==> config.mk <==
export PLATFORM = sky130hd
export DESIGN_NAME = fsm_embalagem_flat
export DESIGN_NICKNAME = d
export VERILOG_FILES = /design/src/rtl/fsm_embalagem_if.sv /design/src/rtl/fsm_embalagem.sv /design/src/flat_wrapper.sv
export SDC_FILE = /design/constraint.sdc
export NUM_CORES = 1
export LEC_CHECK = 0
export ABC_AREA = 1
export CORE_ASPECT_RATIO = 0.7
export CORE_UTILIZATION = 43
export DETAILED_ROUTE_END_ITERATION = 8
export PLACE_DENSITY = 0.7
export REMOVE_ABC_BUFFERS = 1
export SETUP_SLACK_MARGIN = 0.1
export SKIP_LAST_GASP = 1
export SLEW_MARGIN = 0
export SYNTH_ARGS = -nofsm -noshare
export SYNTH_HDL_FRONTEND = slang
export SYNTH_SLANG_ARGS = --single-unit
export TNS_END_PERCENT = 1
==> constraint.sdc <==
create_clock -name CLOCK -period 2.7 [get_ports CLOCK]
set_input_delay 0.27 -clock CLOCK [delete_from_list [all_inputs] [get_ports CLOCK]]
set_output_delay 0.27 -clock CLOCK [all_outputs]
set_load 0.01 [all_outputs]
==> src/rtl/fsm_embalagem_if.sv <==
// rtl/fsm_embalagem_if.sv - packaging stage signal bundle (line side = master, packaging FSM = slave)
interface fsm_embalagem_if;
    logic       GARRAFA_APROVADA;
    logic       CAIXA_PRESENTE;
    logic       PEDIR_CAIXA;
    logic       BRACO_ATIVO;
    logic       FECHADOR_ATIVO;
    logic       CAIXA_CHEIA;
    logic       CAIXA_FECHADA;
    logic       PARAR_LINHA;
    logic       ALARME_TRANSBORDO;
    logic       ALARME_CAIXA;
    logic [3:0] GARRAFAS_NA_CAIXA;
    logic [2:0] BUFFER_COUNT;
    logic [7:0] CAIXAS_FECHADAS;

    modport master (
        output GARRAFA_APROVADA, CAIXA_PRESENTE,
        input  PEDIR_CAIXA, BRACO_ATIVO, FECHADOR_ATIVO, CAIXA_CHEIA, CAIXA_FECHADA,
               PARAR_LINHA, ALARME_TRANSBORDO, ALARME_CAIXA,
               GARRAFAS_NA_CAIXA, BUFFER_COUNT, CAIXAS_FECHADAS
    );

    modport slave (
        input  GARRAFA_APROVADA, CAIXA_PRESENTE,
        output PEDIR_CAIXA, BRACO_ATIVO, FECHADOR_ATIVO, CAIXA_CHEIA, CAIXA_FECHADA,
               PARAR_LINHA, ALARME_TRANSBORDO, ALARME_CAIXA,
               GARRAFAS_NA_CAIXA, BUFFER_COUNT, CAIXAS_FECHADAS
    );
endinterface

==> src/rtl/fsm_embalagem.sv <==
// rtl/fsm_embalagem.sv - packaging FSM: bottle buffer, timed transfer arm, box closer, box handling
module fsm_embalagem #(
    parameter int GARRAFAS_POR_CAIXA = 12,
    parameter int BUF_DEPTH          = 4,
    parameter int T_TRANSF           = 3,
    parameter int T_FECHA            = 5
) (
    input  logic          CLOCK,
    input  logic          RESET_N,
    fsm_embalagem_if.slave bus
);
    typedef enum logic [2:0] {
        SEM_CAIXA,
        OCIOSO,
        TRANSFERINDO,
        FECHANDO,
        CAIXA_PRONTA
    } estado_t;

    localparam logic [3:0]  GPC   = 4'(GARRAFAS_POR_CAIXA);
    localparam logic [2:0]  BD    = 3'(BUF_DEPTH);
    localparam logic [15:0] T_TR  = 16'(T_TRANSF - 1);
    localparam logic [15:0] T_FE  = 16'(T_FECHA - 1);

    estado_t     estado;
    logic [15:0] timer;
    logic [2:0]  buffer_count;
    logic [3:0]  garrafas;
    logic [7:0]  caixas;
    logic        alarme_transbordo;
    logic        alarme_caixa;
    logic        caixa_fechada;

    logic push, pop, buffer_cheio, presente;

    assign presente     = bus.CAIXA_PRESENTE;
    assign push         = bus.GARRAFA_APROVADA;
    assign buffer_cheio = (buffer_count == BD);
    // A pop happens exactly on the OCIOSO -> TRANSFERINDO transition
    assign pop          = (estado == OCIOSO) && presente && (buffer_count != 3'd0);

    always_ff @(posedge CLOCK or negedge RESET_N) begin
        if (!RESET_N) begin
            estado            <= SEM_CAIXA;
            timer             <= '0;
            buffer_count      <= '0;
            garrafas          <= '0;
            caixas            <= '0;
            alarme_transbordo <= 1'b0;
            alarme_caixa      <= 1'b0;
            caixa_fechada     <= 1'b0;
        end else begin
            caixa_fechada <= 1'b0;

            if (push && !pop) begin
                if (!buffer_cheio)
                    buffer_count <= buffer_count + 3'd1;
                else
                    alarme_transbordo <= 1'b1;
            end else if (pop && !push) begin
                buffer_count <= buffer_count - 3'd1;
            end

            case (estado)
                SEM_CAIXA: begin
                    garrafas <= '0;
                    if (presente)
                        estado <= OCIOSO;
                end
                OCIOSO: begin
                    if (!presente) begin
                        estado       <= SEM_CAIXA;
                        alarme_caixa <= 1'b1;
                    end else if (buffer_count != 3'd0) begin
                        estado <= TRANSFERINDO;
                        timer  <= T_TR;
                    end
                end
                TRANSFERINDO: begin
                    // Box pulled mid-transfer: the bottle on the arm is lost
                    if (!presente) begin
                        estado       <= SEM_CAIXA;
                        alarme_caixa <= 1'b1;
                        garrafas     <= '0;
                    end else if (timer != 16'd0) begin
                        timer <= timer - 16'd1;
                    end else begin
                        garrafas <= garrafas + 4'd1;
                        if (garrafas + 4'd1 == GPC) begin
                            estado <= FECHANDO;
                            timer  <= T_FE;
                        end else begin
                            estado <= OCIOSO;
                        end
                    end
                end
                FECHANDO: begin
                    if (!presente) begin
                        estado       <= SEM_CAIXA;
                        alarme_caixa <= 1'b1;
                        garrafas     <= '0;
                    end else if (timer != 16'd0) begin
                        timer <= timer - 16'd1;
                    end else begin
                        estado        <= CAIXA_PRONTA;
                        caixa_fechada <= 1'b1;
                        if (caixas != 8'hFF)
                            caixas <= caixas + 8'd1;
                    end
                end
                CAIXA_PRONTA: begin
                    if (!presente) begin
                        estado   <= SEM_CAIXA;
                        garrafas <= '0;
                    end
                end
                default: estado <= SEM_CAIXA;
            endcase
        end
    end

    assign bus.PEDIR_CAIXA       = (estado == SEM_CAIXA);
    assign bus.BRACO_ATIVO       = (estado == TRANSFERINDO);
    assign bus.FECHADOR_ATIVO    = (estado == FECHANDO);
    assign bus.CAIXA_CHEIA       = (estado == CAIXA_PRONTA);
    assign bus.CAIXA_FECHADA     = caixa_fechada;
    assign bus.PARAR_LINHA       = buffer_cheio;
    assign bus.ALARME_TRANSBORDO = alarme_transbordo;
    assign bus.ALARME_CAIXA      = alarme_caixa;
    assign bus.GARRAFAS_NA_CAIXA = garrafas;
    assign bus.BUFFER_COUNT      = buffer_count;
    assign bus.CAIXAS_FECHADAS   = caixas;
endmodule

==> src/flat_wrapper.sv <==
// flat-port wrapper written by rule: the top's interface ports become plain ports
module fsm_embalagem_flat 
#(
    parameter int GARRAFAS_POR_CAIXA = 12,
    parameter int BUF_DEPTH          = 4,
    parameter int T_TRANSF           = 3,
    parameter int T_FECHA            = 5
)
  (CLOCK, RESET_N, bus_GARRAFA_APROVADA, bus_CAIXA_PRESENTE, bus_PEDIR_CAIXA, bus_BRACO_ATIVO, bus_FECHADOR_ATIVO, bus_CAIXA_CHEIA, bus_CAIXA_FECHADA, bus_PARAR_LINHA, bus_ALARME_TRANSBORDO, bus_ALARME_CAIXA, bus_GARRAFAS_NA_CAIXA, bus_BUFFER_COUNT, bus_CAIXAS_FECHADAS);
  fsm_embalagem_if bus_i ();
  input  logic CLOCK;
  input  logic RESET_N;
  input wire logic [$bits(bus_i.GARRAFA_APROVADA)-1:0] bus_GARRAFA_APROVADA;
  input wire logic [$bits(bus_i.CAIXA_PRESENTE)-1:0] bus_CAIXA_PRESENTE;
  output wire logic [$bits(bus_i.PEDIR_CAIXA)-1:0] bus_PEDIR_CAIXA;
  output wire logic [$bits(bus_i.BRACO_ATIVO)-1:0] bus_BRACO_ATIVO;
  output wire logic [$bits(bus_i.FECHADOR_ATIVO)-1:0] bus_FECHADOR_ATIVO;
  output wire logic [$bits(bus_i.CAIXA_CHEIA)-1:0] bus_CAIXA_CHEIA;
  output wire logic [$bits(bus_i.CAIXA_FECHADA)-1:0] bus_CAIXA_FECHADA;
  output wire logic [$bits(bus_i.PARAR_LINHA)-1:0] bus_PARAR_LINHA;
  output wire logic [$bits(bus_i.ALARME_TRANSBORDO)-1:0] bus_ALARME_TRANSBORDO;
  output wire logic [$bits(bus_i.ALARME_CAIXA)-1:0] bus_ALARME_CAIXA;
  output wire logic [$bits(bus_i.GARRAFAS_NA_CAIXA)-1:0] bus_GARRAFAS_NA_CAIXA;
  output wire logic [$bits(bus_i.BUFFER_COUNT)-1:0] bus_BUFFER_COUNT;
  output wire logic [$bits(bus_i.CAIXAS_FECHADAS)-1:0] bus_CAIXAS_FECHADAS;
  assign bus_i.GARRAFA_APROVADA = bus_GARRAFA_APROVADA;
  assign bus_i.CAIXA_PRESENTE = bus_CAIXA_PRESENTE;
  assign bus_PEDIR_CAIXA = bus_i.PEDIR_CAIXA;
  assign bus_BRACO_ATIVO = bus_i.BRACO_ATIVO;
  assign bus_FECHADOR_ATIVO = bus_i.FECHADOR_ATIVO;
  assign bus_CAIXA_CHEIA = bus_i.CAIXA_CHEIA;
  assign bus_CAIXA_FECHADA = bus_i.CAIXA_FECHADA;
  assign bus_PARAR_LINHA = bus_i.PARAR_LINHA;
  assign bus_ALARME_TRANSBORDO = bus_i.ALARME_TRANSBORDO;
  assign bus_ALARME_CAIXA = bus_i.ALARME_CAIXA;
  assign bus_GARRAFAS_NA_CAIXA = bus_i.GARRAFAS_NA_CAIXA;
  assign bus_BUFFER_COUNT = bus_i.BUFFER_COUNT;
  assign bus_CAIXAS_FECHADAS = bus_i.CAIXAS_FECHADAS;
  fsm_embalagem #(.GARRAFAS_POR_CAIXA(GARRAFAS_POR_CAIXA), .BUF_DEPTH(BUF_DEPTH), .T_TRANSF(T_TRANSF), .T_FECHA(T_FECHA)) u_core (.CLOCK(CLOCK), .RESET_N(RESET_N), .bus(bus_i));
endmodule
* After elaboration in Yosys (flattened, before gate mapping)
Cells that the tools add are included.
** Word-level totals
- Bits in registers :: 37
- Input port bits :: 4
- Logic and storage cells :: 84
** Cells by class
- Add/subtract/negate cells :: 5
- Eq/ne operators :: 20
- Muxes and demuxes :: 28
- Bitwise gates (word level) :: 2
- Reduce and logical (&&, ||, !) cells :: 21
** Operators with widths (count)
- $mux 16 :: 7
- $pmux 16 s3 :: 1
- $mux 3 :: 11
- $ne 2x2->1 const B :: 8
- $reduce_bool 16->1 :: 1
- $sub 16x1->16 const B :: 1
- $pmux 3 s5 :: 1
- $mux 4 :: 3
- $pmux 4 s3 :: 1
- $ne 3x3->1 const B :: 3
- $reduce_bool 3->1 :: 3
- $add 8x1->8 const B :: 1
- $ne 8x8->1 const B :: 1
- $reduce_and 7->1 :: 1
- $eq 3x2->1 const B :: 2
- $eq 3x3->1 const B :: 2
- $reduce_and 2->1 :: 3
- $reduce_and 5->1 :: 1
- $add 4x1->4 const B :: 1
- $eq 4x4->1 const B :: 1
- $logic_and 1x1->1 :: 4
- $reduce_and 4->1 :: 1
- $add 3x1->3 const B :: 1
- $eq 3x1->1 const B :: 1
- other kinds (12) :: 16

* Longest topological paths before layout
- Depth in word-level cells :: 7
- Gate-level depth with buffers :: 12
- Mapped depth without buffers :: 11

* Least setup slack after synthesis
OpenSTA, ideal clock, no wires.
- Path kind :: register to register
- Start point :: register u_core.timer[0]
- End point :: register u_core.timer[7]
- Setup time :: 117 ps
- Data arrival time :: 1559 ps
- Required time :: 2583 ps
- Slack :: 1025 ps
- Stages on the path, launching flop included :: 11
- Cells stage by stage :: dfrtp_1 inv_1 ha_1 nand2_2 nor2_8 nand3_4 o21ai_2 buf_4 nor2_1 nand2_2 nand2_1
** Between the ends
- Cells in the longest elaborated chain, start to end :: 4
- Elaborated cells on any way between the ends :: 10
- Those cells by class :: add/sub: 1; eq/ne: 2; mux: 5; reduce/logical: 2
** RTL lines
- from (decl) :: RTL line fsm_embalagem.sv:26 : logic [15:0] timer;
- from (signal assigned) :: RTL line fsm_embalagem.sv:86 : timer <= timer - 16'd1;
- from (signal assigned) :: RTL line fsm_embalagem.sv:103 : timer <= timer - 16'd1;
- $sub 16x1->16 or $reduce_bool 16->1 (tied branches)
- $mux 16 (on tied branches) :: RTL line fsm_embalagem.sv:102, fsm_embalagem.sv:85
- $mux 16 (on tied branches) :: RTL line fsm_embalagem.sv:98, fsm_embalagem.sv:81
- $pmux 16 s3 :: RTL line fsm_embalagem.sv:64 : case (estado)
Parallel ways exist; a longest one is shown, timed or not. The select of a mux whose other input is x is not followed.
A chain may end at the register's enable or synchronous reset.

* Worst setup path after layout
- Start point :: register u_core.timer[0]
- End point :: register u_core.timer[8]
The elaborated chain is that of the path after synthesis.

==> out/results.ini <==
[sta]
rsz0062_at_grt = no
fin_crit_sh = 0.797
fmax_mhz = 465
worst_pin_slew_ps = 836
hold_viol_final = 0
fin_ws_ps = 548
slew_violations = 0
final.setup.tns_ps = 0
max_slew_margin = 0.443
timing.hold.ws_ps = 66.4
finClkSkew_ps = 4.73
finalSetupViolCount = 0
min_period_ps = 2150

[setup_path]
arrival_ps = 2340
critPathMostFrequentCell = nand2_2
start_kind = register
crit_path_top_delay_cell = o21ai_2
required_ps = 2890
cp_cell_sequence = inv_1 > ha_1 > nand2_2 > nor2_8 > nand3_4 > o21ai_2 > nor2_1 > nand2_2 > nand2_1
worstSetupPathType = register to register
critPathCaptureType = register
cp_top_family = simple AND/OR/NAND/NOR gates
path_buf_inv = 1
critPathMaxStageDelay_ps = 540
crit_fanout = 14

[global_routing]
grt_usage = 0.202
grt_pass1_vias = 1884
antenna_found_initial = 0
grt-ovfl-total = 0
grt_pass1_wl_um = 9220
grt_max_degree = 38

[final_layout]
layout_common_cells = nand2_1 (92), nor2_1 (37), dfrtp_1 (37)
n_antenna_cell = 0
instances_no_fill = 421
mostFrequentLayoutCell = nand2_1
nets = 357
syn_to_final_growth_pct = 15.7
final_core_util = 0.525
drive_gt1_frac = 0.117

[clocking]
cts_tree = built
cts_hold_buf = 0
numCtsBuffers = 5
cts_buffer_depth = 2
htreeDepth = 2
post_cts_buffers = 0
clk_latency_ps = 300
clk_pin_slew_worst_paths_ps = 70
cts.sinks = 37
cts-root-buf = clkbuf_8
cts-resized-gates = 0

[drt]
ant_nets = 0
vias = 2097
drt_iter0_markers = 179
vias_per_cell = 4.98
drc = 0
firstDrtPassIters = 5
post_drt_wl_per_cell_um = 12.8
wirelength_um = 5390

[power]
leakagePower_nw = 1.40
powerDensity_nw_per_um2 = 1120
ir_drop_mv = 0.325

[die]
ioPinCount = 27
rows = 22
die_area_um2 = 5920
dieWidth_um = 91.5
floorplan.initialDensity = 0.454
die_y_um = 64.7
coreArea_um2 = 5310

[placed_design]
routabilityCongestion = 0.833
io_buffers = 26
dp.cells = 413
dp_hpwl_um = 4000
preCtsSetupSlack_ps = 463

[synthesis]
async_flop_share = 1.00
avgSynthCellArea_um2 = 7.51
synth_ff_type = dfrtp_1
ys_seq_elements = 37
synth_cell_type_count = 32
syn_inst = 321
yosysSeqAreaShare = 0.384
synth_area_um2 = 2410
synth_edf_count = 0
yosysWarnings = 0

[run_status]
status = complete, no violations

[job]
max-cap-violations = 0

[min_path]
min_path_type = input port to async pin

==> cells by family after synthesis <==
| family | count (synthesis) | synth area share |
|---|---|---|
| AOI/OAI and AO/OA | 22 | 0.0539 |
| xor gates and xnor gates | 17 | 0.0617 |
| buffers and inverters | 39 | 0.0721 |
| DFF | 37 | 0.384 |
| adders and majority gates | 5 | 0.0290 |
| and+or+nand+nor | 201 | 0.399 |
==> flip-flops by register name (all words and copies together), names as in the netlist <==
register                      count
u_core.bus.ALARME_TRANSBORDO      1
u_core.bus.CAIXAS_FECHADAS        8
u_core.timer                     16
u_core.bus.GARRAFAS_NA_CAIXA      4
u_core.bus.CAIXA_FECHADA          1
u_core.estado                     3
u_core.bus.BUFFER_COUNT           3
u_core.bus.ALARME_CAIXA           1
==> Yosys cell counts (all sizes together) (2+ instances only) <==
| cell type | instances | share of area |
|---|---|---|
| xor2 | 10 | 0.036 |
| dfrtp | 37 | 0.38 |
| nand2 | 108 | 0.19 |
| nand4 | 9 | 0.023 |
| inv | 33 | 0.051 |
| buf | 6 | 0.021 |
| nor2 | 47 | 0.095 |
| xnor2 | 7 | 0.025 |
| a21oi | 2 | 0.0041 |
| ha | 4 | 0.021 |
| nand3 | 35 | 0.083 |
| o21ai | 15 | 0.034 |
==> power by group <==
part           leakage (nW)  switching, mW  internal (mW)
Sequential            0.492          0.195          0.703
Clock                0.0450          0.198          0.179
Combinational         0.862           1.17          0.677
Total                  1.40           1.56           1.56
==> final cells by class <==
class | count | area (µm²)
Timing Repair Buffer | 26 | 255
Clock buffer | 6 | 72.6
Inverter | 33 | 124
Sequential cell | 37 | 926
Fill cell | 507 | 2520
Clock inverter | 2 | 10.0
Tap cell | 72 | 90.1
Multi-Input combinational cell | 245 | 1310
==> per-stage QoR <==
| stage | area [µm²] | power, mW |
|---|---|---|
| CTS | 2790 | 3.14 |
| global route | 2790 | 3.42 |
| finish | 2790 | 3.12 |
| global placement | 2710 | 2.72 |
| detailed placement | 2710 | 2.75 |
| floorplan | 2360 | 2.25 |
==> routing by layer <==
layer	global-route usage	up-vias	wire (µm)
met5	0	-	0
li1	-	1070	-
met1	0.312	964	2850
met3	0.0376	9	318
met4	0.0833	0	112
met2	0.269	54	2100
==> worst reg2reg max path, delay by kind of cell, from the launching register on <==
kind | cells | cell delay (ps)
adders and majority gates | 1 | 270
and+or+nand+nor | 6 | 740
DFF | 1 | 400
buffers and inverters | 1 | 110
AOI/OAI and AO/OA | 1 | 540
==> final timing paths <==
check                                              from                               to  slack, ps  cells after the start
min in group CLOCK         u_core.bus.ALARME_TRANSBORDO     u_core.bus.ALARME_TRANSBORDO        480                      1
max                                     u_core.timer[0]                  u_core.timer[8]        550                      9
max reg2reg                             u_core.timer[0]                  u_core.timer[8]        550                      9
min reg2reg                u_core.bus.ALARME_TRANSBORDO     u_core.bus.ALARME_TRANSBORDO        480                      1
max in group asynchronous                       RESET_N    u_core.bus.CAIXAS_FECHADAS[3]       2110                      1
min                                             RESET_N  u_core.bus.GARRAFAS_NA_CAIXA[0]         70                      1
No activity file was read; power rests on OpenSTA's default activity.
